## config.mk

```make
export PLATFORM = sky130hd
export DESIGN_NAME = mul_sequencer
export DESIGN_NICKNAME = d
export VERILOG_FILES = /design/src/rtl/mul_pkg.sv /design/src/rtl/mul_datapath.sv /design/src/rtl/mul_sequencer.sv
export SDC_FILE = /design/constraint.sdc
export NUM_CORES = 1
export LEC_CHECK = 0
export CAP_MARGIN = 0
export CELL_PAD_IN_SITES_DETAIL_PLACEMENT = 2
export CELL_PAD_IN_SITES_GLOBAL_PLACEMENT = 2
export CORE_MARGIN = 2
export CORE_UTILIZATION = 39
export DETAILED_ROUTE_END_ITERATION = 8
export PLACE_DENSITY = 0.82
export SLEW_MARGIN = 20
export SYNTH_ARGS = -nofsm -noshare
export SYNTH_HDL_FRONTEND = slang
export SYNTH_HIERARCHICAL = 1
export SYNTH_SLANG_ARGS = --single-unit
```

## constraint.sdc

```tcl
create_clock -name clk -period 18.75 [get_ports clk]
set_input_delay 3.75 -clock clk [delete_from_list [all_inputs] [get_ports clk]]
set_output_delay 3.75 -clock clk [all_outputs]
set_load 0.03 [all_outputs]
```

## src/rtl/mul_pkg.sv

```systemverilog
`default_nettype none
// ============================================================================
// Module      : mul_pkg
// Description : Shared definitions for the iterative multiply sequencer.
//               Holds the FSM state encoding used by mul_sequencer.
// Revision    : 1.0 - initial release
// ============================================================================
package mul_pkg;

    // 2'b11 is never entered; the sequencer treats it as IDLE.
    typedef enum logic [1:0] {
        IDLE = 2'b00,
        RUN  = 2'b01,
        DONE = 2'b10
    } mul_state_t;

endpackage : mul_pkg
`default_nettype wire

```

## src/rtl/mul_datapath.sv

```systemverilog
`default_nettype none
// ============================================================================
// Module      : mul_datapath
// Description : Operand, accumulator and shift registers of the radix-2
//               shift-add multiplier, plus the final conditional negate.
//               Operands are reduced to unsigned magnitudes at accept; the
//               latched sign is applied once when the result is written.
// Ports       : clk, reset   - clock, asynchronous active-high reset
//               accept       - load operands, clear accumulator
//               step         - perform one shift-add iteration
//               finish       - write (possibly negated) result to product
//               signed_op    - operands are two's complement
//               src_a, src_b - multiplicand / multiplier
//               drained      - multiplier is zero after the current step
//               product      - 2*WIDTH-bit result register
// Revision    : 1.0 - initial release
// ============================================================================
module mul_datapath #(
    parameter int WIDTH = 32
) (
    input  logic               clk,
    input  logic               reset,
    input  logic               accept,
    input  logic               step,
    input  logic               finish,
    input  logic               signed_op,
    input  logic [WIDTH-1:0]   src_a,
    input  logic [WIDTH-1:0]   src_b,
    output logic               drained,
    output logic [2*WIDTH-1:0] product
);

    logic [2*WIDTH-1:0] r_mcand;
    logic [WIDTH-1:0]   r_mplier;
    logic [2*WIDTH-1:0] r_acc;
    logic               r_sign;

    logic [WIDTH-1:0]   w_mag_a;
    logic [WIDTH-1:0]   w_mag_b;
    logic [2*WIDTH-1:0] w_acc_next;
    logic [WIDTH-1:0]   w_mplier_next;

    // Magnitudes are read as unsigned, so the most negative value negates
    // to itself and still means 2^(WIDTH-1).
    assign w_mag_a = (signed_op && src_a[WIDTH-1]) ? -src_a : src_a;
    assign w_mag_b = (signed_op && src_b[WIDTH-1]) ? -src_b : src_b;

    // Accumulator value including the current step; the result must be
    // taken from this, not from r_acc, on the cycle the FSM leaves RUN.
    assign w_acc_next    = r_acc + (r_mplier[0] ? r_mcand : '0);
    assign w_mplier_next = r_mplier >> 1;
    assign drained       = (w_mplier_next == '0);

    always_ff @(posedge clk or posedge reset) begin
        if (reset) begin
            r_mcand  <= '0;
            r_mplier <= '0;
            r_acc    <= '0;
            r_sign   <= 1'b0;
            product  <= '0;
        end else begin
            if (accept) begin
                r_sign   <= signed_op & (src_a[WIDTH-1] ^ src_b[WIDTH-1]);
                r_mcand  <= {{WIDTH{1'b0}}, w_mag_a};
                r_mplier <= w_mag_b;
                r_acc    <= '0;
            end else if (step) begin
                r_acc    <= w_acc_next;
                r_mcand  <= r_mcand << 1;
                r_mplier <= w_mplier_next;
            end
            // Product is only ever written here; accept leaves it alone.
            if (finish) begin
                product <= r_sign ? -w_acc_next : w_acc_next;
            end
        end
    end

endmodule : mul_datapath
`default_nettype wire

```

## src/rtl/mul_sequencer.sv

```systemverilog
`default_nettype none
// ============================================================================
// Module      : mul_sequencer
// Description : Iterative shift-add multiply sequencer (MUL/UMULL/SMULL).
//               Accepts operands on Start in IDLE, runs one radix-2 step per
//               cycle in RUN, pulses Done for one cycle with the product.
// Ports       : clk     - system clock
//               reset   - asynchronous active-high reset
//               Start   - request strobe, sampled only in IDLE
//               Signed  - 1 = two's complement operands
//               SrcA    - multiplicand, SrcB - multiplier
//               Busy    - high in RUN and DONE (stalls Execute)
//               Done    - one-cycle completion pulse
//               Product - 2*WIDTH-bit result, held until the next result
// Revision    : 1.0 - initial release
// ============================================================================
module mul_sequencer
    import mul_pkg::*;
#(
    parameter int WIDTH      = 32,
    parameter bit EARLY_EXIT = 1'b1
) (
    input  logic               clk,
    input  logic               reset,
    input  logic               Start,
    input  logic               Signed,
    input  logic [WIDTH-1:0]   SrcA,
    input  logic [WIDTH-1:0]   SrcB,
    output logic               Busy,
    output logic               Done,
    output logic [2*WIDTH-1:0] Product
);

    localparam int CNT_W = (WIDTH > 1) ? $clog2(WIDTH) : 1;

    mul_state_t        r_state;
    logic [CNT_W-1:0]  r_count;

    logic w_idle;
    logic w_run;
    logic w_accept;
    logic w_last;
    logic w_finish;
    logic w_drained;

    // Anything other than RUN or DONE (including the unused 2'b11) is IDLE.
    assign w_run    = (r_state == RUN);
    assign w_idle   = !(w_run || (r_state == DONE));
    assign w_accept = w_idle && Start;

    // Last RUN step: counter exhausted, or nothing left in the multiplier.
    assign w_last   = (r_count == CNT_W'(WIDTH - 1)) ||
                      ((EARLY_EXIT != 1'b0) && w_drained);
    assign w_finish = w_run && w_last;

    always_ff @(posedge clk or posedge reset) begin
        if (reset) begin
            r_state <= IDLE;
            r_count <= '0;
            Busy    <= 1'b0;
            Done    <= 1'b0;
        end else begin
            case (r_state)
                RUN: begin
                    r_count <= r_count + CNT_W'(1);
                    if (w_last) begin
                        r_state <= DONE;
                        Done    <= 1'b1;
                    end
                end
                DONE: begin
                    r_state <= IDLE;
                    Busy    <= 1'b0;
                    Done    <= 1'b0;
                end
                default: begin
                    r_state <= IDLE;
                    if (Start) begin
                        r_state <= RUN;
                        r_count <= '0;
                        Busy    <= 1'b1;
                    end
                end
            endcase
        end
    end

    mul_datapath #(
        .WIDTH (WIDTH)
    ) u_datapath (
        .clk       (clk),
        .reset     (reset),
        .accept    (w_accept),
        .step      (w_run),
        .finish    (w_finish),
        .signed_op (Signed),
        .src_a     (SrcA),
        .src_b     (SrcB),
        .drained   (w_drained),
        .product   (Product)
    );

endmodule : mul_sequencer
`default_nettype wire

```

==> reports/qor.yml, run 1 <==
outcome:
  outcome: "complete, no violations"
yosys:
  syn_area_per_cell_sq_um: 8.44
  ys_ff_latch: 234
  synth_compound_area_share_pct: 19.2
  yosysTopAreaCell: "dfrtp_1"
  yosys-top-cells-area: "dfrtp_1 34%, mux2i_1 8.7%, ha_1 5.1%"
  synth_xor_area_share_pct: 8.34
  yosysWarnings: 6
  synth_nets: 2182
  synth_edf_count: 0
  yosysSeqAreaShare_pct: 34.0
  synthFlopType: "dfrtp_1"
  synth_simple_gate_area_share_pct: 20.9
  synth_cell_types: 86
  synthAdderAreaFrac_pct: 5.20
  synth_mux_area_share_pct: 9.31
  syn_inst: 2043
  netlist_area_sq_um: 17200
  async_reset_ff_share_pct: 100
  synth_top_area_share_pct: 34.0
  synth_top_family_by_area: "simple AND/OR/NAND/NOR gates"
worst_setup_path:
  crit_path_start_kind: "flip-flop"
  path_max_fanout: 64
  r2r_setup_slack_ns: 12.24
  critPathArrivalTime_ns: 6.94
  endpoint_kind: "flip-flop"
  ff2ff_path_depth: 17
  required_ns: 19.17
  path_class: "reg -> reg"
  r2r-start: "u_datapath/r_mplier[0]$_DFFE_PP0P_"
  r2r_end: "u_datapath/product[57]$_DFFE_PP0P_"
power_and_ir_drop:
  ir_worst_vdd_mv: 0.0589
  p_int_w: 0.00137
  switching_share_pct: 44.2
  powerDensity_nw_per_um2: 123
  p_leak_nw: 8.64
  seqPwrFrac_pct: 28.4
  power.switching_w: 0.00109
  pwr-share-comb_pct: 49.0
  clockPowerShare_pct: 22.7
cts:
  cts-root-buf: "clkbuf_16"
  cts_hold_buffers: 0
  cts_tree: "done"
  htree_levels: 1
  clk_transition_reported_paths_ns: 0.06
  post_cts_buffers: 0
  cts_resized: 0
  clkLatencyLatePin_ns: 0.57
  numCtsBuffers: 28
  numClockSinks: 234
  cts.path.max_buffers: 3
timing:
  finalCritPeriodShare_pct: 34.7
  min_period_ns: 6.51
  worst_slew_pin_slew_ns: 0.977
  finClkSkew_ns: 0.0109
  maxSlewViolCount: 0
  finalHoldViolCount: 0
  fmax_mhz: 154
  setup_tns_ns: 0
  finalSetupViolations: 0
  rsz0062_at_grt: "false"
  whs_ns: 0.514
  relSlewSlack_pct: 34.9
min_path:
  hold_start: "u_datapath/product[58]$_DFFE_PP0P_"
  whs_path_depth: 1
  holdPathEnd: "u_datapath/product[58]$_DFFE_PP0P_"
  min_path_type: "reg -> reg"
route:
  wl_per_cell_um: 22.7
  postRouteAntennaNets: 0
  dr.pass1.iters: 5
  wirelength_mm: 62.0
  vias_per_cell: 5.86
  dr_total_vias: 16000
  drtIter0Drc: 820
  drc: 0
layout:
  drive_above_1_share_pct: 4.86
  syn2layout_area_growth_pct: 16.1
  nNetsFinal: 2260
  antennaDiodeCount: 0
floorplanning:
  core_area_sq_um: 43900
  die_h_um: 214
  initial_core_util_pct: 39.2
  die-area_sq_um: 45900
  io_pins: 134
  fp-row-count: 77
  die_x_um: 214
grt:
  antenna_found_initial: 0
  grt_pass1_vias: 17700
  grt_util_met1_pct: 34.7
  grt.busiest_layer: "met2"
  met2_usage_pct: 46.7
  met3_usage_pct: 3.62
  grt_overflow: 0
  grt_max_degree: 114
  grt_usage_pct: 26.7
  grt_pass1_wl_mm: 99.7
placed_design:
  portBuffers: 133
  gp_congestion: 0.887
  dp_hpwl_mm: 46.1
job:
  max-cap-violations: 0
## cells in the mapped netlist (all sizes together) (18+ instances only)
cell    count
or3        25
nor3       38
inv        35
mux2i     149
xnor2      68
nand4      21
dfrtp     234
nor4       28
o21ai     170
xor2       96
nand3      30
o31ai      35
nand2b     18
nor2      233
a21oi     169
clkbuf     89
ha         70
nand2     204
a211oi     26
and2       83
## how the worst max path moves through the flow
stage	to	slack (ns)	from	cells past startpoint
floorplan	u_datapath/product[0]$_DFFE_PP0P_	8.84	reset	1
global placement	u_datapath/r_mcand[30]$_DFFE_PP0P_	11.83	SrcA[11]	11
detailed placement	u_datapath/r_mcand[29]$_DFFE_PP0P_	11.75	SrcA[11]	11
CTS	u_datapath/product[57]$_DFFE_PP0P_	12.29	u_datapath/r_mplier[0]$_DFFE_PP0P_	17
global route	u_datapath/product[51]$_DFFE_PP0P_	11.72	u_datapath/r_mplier[0]$_DFFE_PP0P_	15
finish	u_datapath/product[57]$_DFFE_PP0P_	12.24	u_datapath/r_mplier[0]$_DFFE_PP0P_	17
## power by group through the flow
stage / registers, W / clock network (W) / logic, W
final: 0.000698 / 0.000557 / 0.00120
after global routing: 0.000710 / 0.000591 / 0.00132
after CTS: 0.000697 / 0.000572 / 0.00120
after detailed placement: 0.000702 / 0 / 0.00118
after global placement: 0.000693 / 0 / 0.00112
after floorplan: 0.000668 / 0 / 0.000851
## layout make-up
cell class | count | area, sq um
Clock inverter | 4 | 48.8
Fill cell | 4923 | 23900
Timing Repair Buffer | 153 | 1490
Sequential cell | 234 | 5860
Clock buffer | 46 | 880
Multi-Input combinational cell | 1669 | 10900
Inverter | 35 | 139
Tap cell | 592 | 741
## cells in the final DEF, fill, tap and decap left out, types with 6 or more instances in the layout
cell / count
nor3_1: 37
and2_1: 82
dfrtp_1: 233
nand4_1: 21
a211oi_1: 24
a31oi_1: 13
mux2_2: 10
clkbuf_1: 8
and3_1: 11
clkdlybuf4s50_1: 133
and4_1: 9
buf_4: 19
nand2b_1: 18
o21a_1: 11
clkbuf_8: 9
nor2_1: 232
or3_1: 23
nor4_1: 26
xor2_1: 96
xnor2_1: 68
a21o_1: 16
nand2_1: 204
a21oi_1: 169
o21ai_0: 159
o41ai_1: 13
nand3_1: 30
o211a_1: 7
o211ai_1: 13
nor2b_1: 8
o21ai_1: 9
o31ai_1: 35
or4_1: 14
mux2i_1: 149
clkbuf_16: 29
ha_1: 69
o21bai_1: 6
inv_1: 33
## state kept, by name (all words and copies together), names as in the netlist
signal,flops
Done,1
u_datapath/product,64
u_datapath/r_sign,1
u_datapath/r_mcand,64
Busy,1
u_datapath/r_mplier,32
u_datapath/r_acc,64
r_state,2
r_count,5
## metal layers
layer  wire, um  part of all wire (%)
met1      27900                    45
met2      30400                    49
met4       1290                   2.1
met3       2380                   3.8
met5          0                     0
## cell families after synthesis
logic type / after synthesis
simple gates: 742
compound gates: 533
flops: 234
xor+xnor: 164
mux: 159
buf+inv: 140
fa+ha+maj: 71
## through the flow
step                      power (W)  util (%)  setup WS (ns)  cells  cell area [sq um]
after detailed placement    0.00188      43.4          11.75   2683              19100
after global routing        0.00262      45.6          11.72   2733              20000
final                       0.00246      45.6          12.24   2733              20000
after global placement      0.00181      43.4          11.83   2683              19100
after CTS                   0.00247      45.6          12.29   2733              20000
after floorplan             0.00152         -           8.84   2043              17200
## worst max-delay path, stage by stage (launching register included)
cell	delay [ns]
dfrtp_1	0.36
buf_4	0.50
and2_1	0.23
ha_1	0.20
inv_1	0.06
fa_1	0.41
nand2b_1	0.21
a211oi_2	0.46
nor2_1	0.14
xnor2_1	0.25
or4_1	0.53
nor4_1	0.64
nand4b_1	0.24
nor4_2	0.77
nand4_1	0.58
o31ai_1	0.51
xnor2_1	0.17
a21oi_1	0.09
Note: power is estimated with default switching activity, not from simulation.
==> inputs of run 2 (changes only) <==
--- a/config.mk
+++ b/config.mk
@@ -9,9 +9,9 @@
 export CELL_PAD_IN_SITES_DETAIL_PLACEMENT = 2
 export CELL_PAD_IN_SITES_GLOBAL_PLACEMENT = 2
 export CORE_MARGIN = 2
-export CORE_UTILIZATION = 39
+export CORE_UTILIZATION = 33
 export DETAILED_ROUTE_END_ITERATION = 8
-export PLACE_DENSITY = 0.82
+export PLACE_DENSITY = 0.73
 export SLEW_MARGIN = 20
 export SYNTH_ARGS = -nofsm -noshare
 export SYNTH_HDL_FRONTEND = slang
==> constraint.sdc (replaced) <==
create_clock -name clk -period 5.2 [get_ports clk]
set_input_delay 1.04 -clock clk [delete_from_list [all_inputs] [get_ports clk]]
set_output_delay 1.04 -clock clk [all_outputs]
set_load 0.03 [all_outputs]
==> run 2 against run 1 <==
Effect of this change: combinational power grew to 3.9 times the previous value; utilization shrank 4.6 points; hold slack lost 0.0087 ns; cell area grew 5.3%; clock skew grew 0.026 ns; non-clock buffer count grew 106; sequential cell count is the same; first-iteration DRC count shrank 6.0%; final cell count grew 7.1%; wire length grew 3.4%; count of clock-buffer cells in the layout shrank 4; critical path type unchanged; critical endpoint is now u_datapath/product[53]$_DFFE_PP0P_; highest routed layer unchanged.
==> reports/qor.yml, run 2 (synthesized netlist as in run 1, its figures left out) <==
cts:
  clk_transition_reported_paths_ns: 0.06  # about the same
  htree_levels: 1  # unchanged
  numClockSinks: 234  # unchanged
  numCtsBuffers: 28  # unchanged
  cts-root-buf: "clkbuf_16"  # unchanged
  cts_tree: "done"  # unchanged
  clkLatencyLatePin_ns: 0.59  # was 0.57 ns
  cts_hold_buffers: 0  # unchanged
  cts.path.max_buffers: 3  # unchanged
placed_design:
  portBuffers: 133  # unchanged
  gp_congestion: 0.927  # was 0.887
  dp_hpwl_mm: 49.2  # was 46.1 mm
timing:
  min_period_ns: 5.06  # was 6.51 ns
  setup_tns_ns: 0  # unchanged
  relSlewSlack_pct: 31.3  # was 34.9%
  whs_ns: 0.506  # was 0.514 ns
  fmax_mhz: 197  # was 154 MHz
  rsz0062_at_grt: "true"  # was false
  worst_slew_pin_slew_ns: 1.03  # was 0.977 ns
  maxSlewViolCount: 0  # unchanged
  finClkSkew_ns: 0.0364  # was 0.0109 ns
  finalCritPeriodShare_pct: 97.4  # was 34.7%
  finalHoldViolCount: 0  # unchanged
  finalSetupViolations: 0  # unchanged
route:
  drc: 0  # unchanged
  met2_length_mm: 30.3  # was 30.4 mm
  postRouteAntennaNets: 0  # unchanged
  drt-met1-wl_mm: 30.2  # was 27.9 mm
  dr.pass1.iters: 4  # was 5
  dr_total_vias: 16200  # was 16,000
  drtIter0Drc: 771  # was 820
  met3WireLength_mm: 2.11  # was 2.38 mm
  wl_per_cell_um: 21.9  # was 22.7 um
  wirelength_mm: 64.1  # was 62.0 mm
  vias_per_cell: 5.55  # was 5.86
  top_layer_used: "met4"  # unchanged
floorplanning:
  initial_core_util_pct: 33.5  # was 39.2%
  io_pins: 134  # unchanged
  die-area_sq_um: 54100  # was 45,900 sq um
  core_area_sq_um: 51500  # was 43,900 sq um
  fp-row-count: 83  # was 77
  die_x_um: 233  # was 214 um
  die_h_um: 233  # was 214 um
worst_setup_path:
  required_ns: 5.64  # was 19.17 ns
  crit_slowest_cell: "a211oi_1"  # was nor4_2
  crit_path_start_kind: "flip-flop"  # unchanged
  cp_cell_sequence: "buf_8 > and2_1 > ha_1 > a21oi_1 > o21a_1 > a21boi_1 > o31ai_1 > buf_4 > a211oi_1 > xnor2_1 > or3_1 > nor4_1 > buf_4 > nand4_1 > buf_4 > o41ai_1 > xor2_1 > a21oi_1"  # was buf_4 > and2_1 > ha_1 > inv_1 > fa_1 > nand2b_1 > a211oi_2 > nor2_1 > xnor2_1 > or4_1 > nor4_1 > nand4b_1 > nor4_2 > nand4_1 > o31ai_1 > xnor2_1 > a21oi_1
  path_max_fanout: 32  # was 64
  path_class: "reg -> reg"  # unchanged
  endpoint_kind: "flip-flop"  # unchanged
  slowest_delay_ns: 0.52  # was 0.77 ns
  critPathArrivalTime_ns: 5.50  # was 6.94 ns
  timing.critical_path.mode_cell: "buf_4"  # was xnor2_1
layout:
  fillCellCount: 5804  # was 4,923
  drive_above_1_share_pct: 10.4  # was 4.86%
  top_regs: "u_datapath/product (64), u_datapath/r_acc (64), u_datapath/r_mcand (64)"  # unchanged
  antennaDiodeCount: 0  # unchanged
  syn2layout_area_growth_pct: 22.3  # was 16.1%
  final_common_cell: "dfrtp_1"  # unchanged
  multi_input_area_sq_um: 11000  # was 10,900 sq um
  regArea_sq_um: 5860  # unchanged
  nNetsFinal: 2366  # was 2,260
  layout_common_cells: "233 x dfrtp_1, 232 x nor2_1, 204 x nand2_1"  # unchanged
job:
  max-cap-violations: 0  # unchanged
grt:
  antenna_found_initial: 0  # unchanged
  grt_usage_pct: 23.7  # was 26.7%
  grt_overflow: 0  # unchanged
  grt_pass1_vias: 17500  # was 17,700
  grt_max_degree: 111  # was 114
  grt_pass1_wl_mm: 102  # was 99.7 mm
power_and_ir_drop:
  powerDensity_nw_per_um2: 432  # was 123 nW/um^2
  p_leak_nw: 9.18  # was 8.64 nW
  ir_worst_vdd_mv: 0.318  # was 0.0589 mV
min_path:
  min_path_type: "reg -> reg"  # unchanged
outcome:
  outcome: "complete, no violations"  # unchanged
-- run 2: worst paths after layout --
check | start | end | slack [ns] | cells after the start
worst max-delay path | u_datapath/r_mplier[0]$_DFFE_PP0P_ | u_datapath/product[53]$_DFFE_PP0P_ | 0.14 | 18
worst min-delay path | u_datapath/product[29]$_DFFE_PP0P_ | u_datapath/product[29]$_DFFE_PP0P_ | 0.51 | 1
worst max register to register | u_datapath/r_mplier[0]$_DFFE_PP0P_ | u_datapath/product[53]$_DFFE_PP0P_ | 0.14 | 18
worst min register to register | u_datapath/product[29]$_DFFE_PP0P_ | u_datapath/product[29]$_DFFE_PP0P_ | 0.51 | 1
max in group asynchronous | reset | u_datapath/product[36]$_DFFE_PP0P_ | 3.08 | 3
min in group asynchronous | reset | r_count[3]$_DFFE_PP0P_ | 0.85 | 2
-- run 2: what timing repair did --
action,CTS,global route
gates resized for setup,6,36
endpoints found under the setup margin,5,23
pin swaps,1,5
setup buffers,0,5
-- run 2: power by group --
group / leakage (nW) / switching (W) / internal (W)
sequential: 3.03 / 0.000353 / 0.00220
combinational: 5.72 / 0.00283 / 0.00180
clock: 0.432 / 0.000819 / 0.00111
total: 9.18 / 0.00400 / 0.00511
-- run 2: worst max-delay path: cells and delay by family (launching register included) --
kind	cells	cell delay [ns]
AOI/OAI and AO/OA	7	1.99
xor gates and xnor gates	2	0.39
adders and majority gates	1	0.35
buffers and inverters	4	0.77
DFF	1	0.42
and+or+nand+nor	4	1.01
-- run 2: per-layer routing --
layer  global-route usage, %  up-vias
met2                    39.5      219
li1                        -     7687
met3                    2.77       77
met4                    5.91        0
met1                    32.6     8254
met5                       0        -
-- run 2: through the flow --
| step | worst slack [ns] | power, W | utilization, % | cells | instance area, sq um |
|---|---|---|---|---|---|
| after floorplan | 0.226 | 0.00548 | - | 2043 | 17200 |
| after global placement | 0.0445 | 0.00693 | 38.8 | 2872 | 20000 |
| after detailed placement | -0.163 | 0.00709 | 38.8 | 2872 | 20000 |
| after CTS | 0.0167 | 0.00913 | 40.6 | 2921 | 20900 |
| after global routing | -0.0362 | 0.00978 | 40.9 | 2926 | 21100 |
| final | 0.136 | 0.00911 | 40.9 | 2926 | 21100 |
-- run 2: layout make-up --
cell class,instances,area share [%]
flip-flops and latches,234,27.8
inverters,35,0.641
clock inverters,7,0.356
clock buffers,42,3.81
multi-input cells,1669,52.3
well taps,680,4.04
repair buffers,259,11.1
==> inputs of run 3 (changes only) <==
--- a/config.mk
+++ b/config.mk
@@ -10,6 +10,7 @@
 export CELL_PAD_IN_SITES_GLOBAL_PLACEMENT = 2
 export CORE_MARGIN = 2
 export CORE_UTILIZATION = 33
+export CTS_CLUSTER_SIZE = 10
 export DETAILED_ROUTE_END_ITERATION = 8
 export PLACE_DENSITY = 0.73
 export SLEW_MARGIN = 20
==> run 3 against run 2 <==
Effect of this change: die area unchanged; total power increased by 0.64%; hold slack got worse by 0.0020 ns; sequential share of layout area about the same; sequential power about the same; maximum frequency increased by 0.59%; combinational power increased by 1%; sequential cell count unchanged; via count decreased by 0.57%; non-clock buffer count unchanged.
==> reports/qor.yml, run 3 (synthesized netlist as in run 1, its figures left out) <==
outcome:
  outcome: "complete, no violations"  # unchanged
floorplanning:
  die_h_um: 233  # unchanged
  core_area_sq_um: 51500  # unchanged
  initial_core_util_pct: 33.5  # unchanged
  die_x_um: 233  # unchanged
  io_pins: 134  # unchanged
  die-area_sq_um: 54100  # unchanged
  fp-row-count: 83  # unchanged
route:
  dr_total_vias: 16100  # was 16,200
  met2_length_mm: 30.5  # was 30.3 mm
  wirelength_mm: 64.3  # was 64.1 mm
  drc: 0  # unchanged
  drtIter0Drc: 727  # was 771
  postRouteAntennaNets: 0  # unchanged
  top_layer_used: "met4"  # unchanged
  drt-met1-wl_mm: 30.3  # was 30.2 mm
  wl_per_cell_um: 22.0  # was 21.9 um
  met3WireLength_mm: 2.19  # was 2.11 mm
  dr.pass1.iters: 5  # was 4
  vias_per_cell: 5.53  # was 5.55
layout:
  final_common_cell: "dfrtp_1"  # unchanged
  layout_common_cells: "233 x dfrtp_1, 232 x nor2_1, 204 x nand2_1"  # unchanged
  final_util_pct: 41.0  # was 40.9%
  nNetsFinal: 2367  # was 2,366
  top_regs: "u_datapath/product (64), u_datapath/r_acc (64), u_datapath/r_mcand (64)"  # unchanged
  drive_above_1_share_pct: 10.6  # was 10.4%
  syn2layout_area_growth_pct: 22.4  # was 22.3%
  antennaDiodeCount: 0  # unchanged
grt:
  grt_overflow: 0  # unchanged
  grt_max_degree: 111  # unchanged
  grt_pass1_wl_mm: 103  # was 102 mm
  grt_usage_pct: 23.9  # was 23.7%
  grt_pass1_vias: 17600  # was 17,500
  antenna_found_initial: 0  # unchanged
timing:
  relSlewSlack_pct: 33.1  # was 31.3%
  finClkSkew_ns: 0.0137  # was 0.0364 ns
  finalSetupViolations: 0  # unchanged
  finalCritPeriodShare_pct: 96.8  # was 97.4%
  fmax_mhz: 199  # was 197 MHz
  rsz0062_at_grt: "true"  # unchanged
  min_period_ns: 5.03  # was 5.06 ns
  finalHoldViolCount: 0  # unchanged
  worst_slew_pin_slew_ns: 1.00  # was 1.03 ns
  maxSlewViolCount: 0  # unchanged
worst_setup_path:
  crit_path_start_kind: "flip-flop"  # unchanged
  crit_slowest_cell: "a211oi_1"  # unchanged
  r2r-start: "u_datapath/r_mplier[0]$_DFFE_PP0P_"  # unchanged
  crit_family: "compound AO/OA/AOI/OAI gates"  # unchanged
  cp_cell_sequence: "buf_8 > and2_1 > ha_1 > a21oi_1 > o21a_1 > a21boi_1 > o31ai_1 > buf_4 > a211oi_1 > xnor2_1 > or3_1 > nor4_1 > buf_4 > nand4_1 > buf_4 > o41ai_1 > xor2_1 > a21oi_1"  # unchanged
  crit_path_start: "u_datapath/r_mplier[0]$_DFFE_PP0P_"  # unchanged
  required_ns: 5.63  # was 5.64 ns
  endpoint_kind: "flip-flop"  # unchanged
  path_class: "reg -> reg"  # unchanged
  critPathArrivalTime_ns: 5.47  # was 5.50 ns
  slowest_delay_ns: 0.53  # was 0.52 ns
  path_max_fanout: 32  # unchanged
  timing.critical_path.mode_cell: "buf_4"  # unchanged
  crit_buf_inv: 4  # unchanged
cts:
  cts_tree: "done"  # unchanged
  cts_hold_buffers: 0  # unchanged
  cts.path.max_buffers: 3  # unchanged
  numClockSinks: 234  # unchanged
  clkLatencyLatePin_ns: 0.58  # was 0.59 ns
  clk_transition_reported_paths_ns: 0.06  # about the same
  cts-root-buf: "clkbuf_16"  # unchanged
  htree_levels: 1  # unchanged
  numCtsBuffers: 29  # was 28
power_and_ir_drop:
  seqPwrFrac_pct: 27.8  # was 28.0%
  total_power_w: 0.00917  # was 0.00911 W
  power.switching_w: 0.00403  # was 0.00400 W
  p_int_w: 0.00514  # was 0.00511 W
  pwr-share-comb_pct: 51.1  # was 50.9%
  p_leak_nw: 9.18  # about the same
  powerDensity_nw_per_um2: 435  # was 432 nW/um^2
  switching_share_pct: 44.0  # was 43.9%
  clockPowerShare_pct: 21.0  # was 21.1%
  ir_worst_vdd_mv: 0.315  # was 0.318 mV
placed_design:
  gp_congestion: 0.927  # unchanged
  dp_hpwl_mm: 49.2  # unchanged
  portBuffers: 133  # unchanged
min_path:
  hold_start: "u_datapath/product[29]$_DFFE_PP0P_"  # unchanged
  min_path_type: "reg -> reg"  # unchanged
job:
  max-cap-violations: 0  # unchanged
==> run 3: cell types whose count changed in the layout (fill, tap and decap cells not counted), sizes merged <==
cell and change:
clkinv -5, clkbuf -3, clkinvlp +1, inv +1
==> run 3: final timing paths <==
path / cells after the start / endpoint / slack [ns]
hold / removal: 1 / u_datapath/product[29]$_DFFE_PP0P_ / 0.50
max in group asynchronous: 3 / u_datapath/product[36]$_DFFE_PP0P_ / 3.10
setup / recovery: 18 / u_datapath/product[53]$_DFFE_PP0P_ / 0.17
hold reg to reg: 1 / u_datapath/product[29]$_DFFE_PP0P_ / 0.50
setup reg to reg: 18 / u_datapath/product[53]$_DFFE_PP0P_ / 0.17
min in group asynchronous: 2 / Busy$_DFFE_PP0P_ / 0.85
==> run 3: stage by stage <==
stage,worst slack [ns],hold slack (ns),setup TNS (ns),area (sq um),instances
2_1_floorplan,0.226,0.472,0,17200,2043
3_3_place_gp,0.0445,0.479,0,20000,2872
3_5_place_dp,-0.163,0.492,-0.187,20000,2872
4_1_cts,0.00879,0.512,0,20900,2917
5_1_grt,-0.0419,0.542,-0.0595,21100,2920
6_report,0.166,0.504,0,21100,2920
==> run 3: area by class of cell <==
type / count / area [sq um]
tap: 680 / 851
multi-input combinational: 1669 / 11100
sequential: 234 / 5860
fill: 5835 / 30400
timing repair buffer: 259 / 2330
clock buffer: 39 / 813
clock inverter: 4 / 51.3
inverter: 35 / 135
==> run 3: layer usage <==
| metal | GRT usage [%] | vias up |
|---|---|---|
| met3 | 3.42 | 65 |
| met1 | 32.5 | 8204 |
| met4 | 5.14 | 0 |
| met2 | 40.1 | 199 |
| met5 | 0 | - |
| li1 | - | 7677 |
==> run 3: repair_timing <==
| action | in CTS | in global routing |
|---|---|---|
| resized for setup | 4 | 41 |
| setup buffers | 2 | 3 |
| setup endpoints to repair | 4 | 25 |
| pin swaps | 1 | 3 |
==> run 3: power groups by stage <==
stage	Combinational (W)	Clock [W]	Sequential [W]
after floorplan	0.00307	0	0.00241
after global placement	0.00437	0	0.00256
after global routing	0.00515	0.00207	0.00260
final	0.00469	0.00193	0.00255
after detailed placement	0.00452	0	0.00257
after CTS	0.00460	0.00199	0.00255
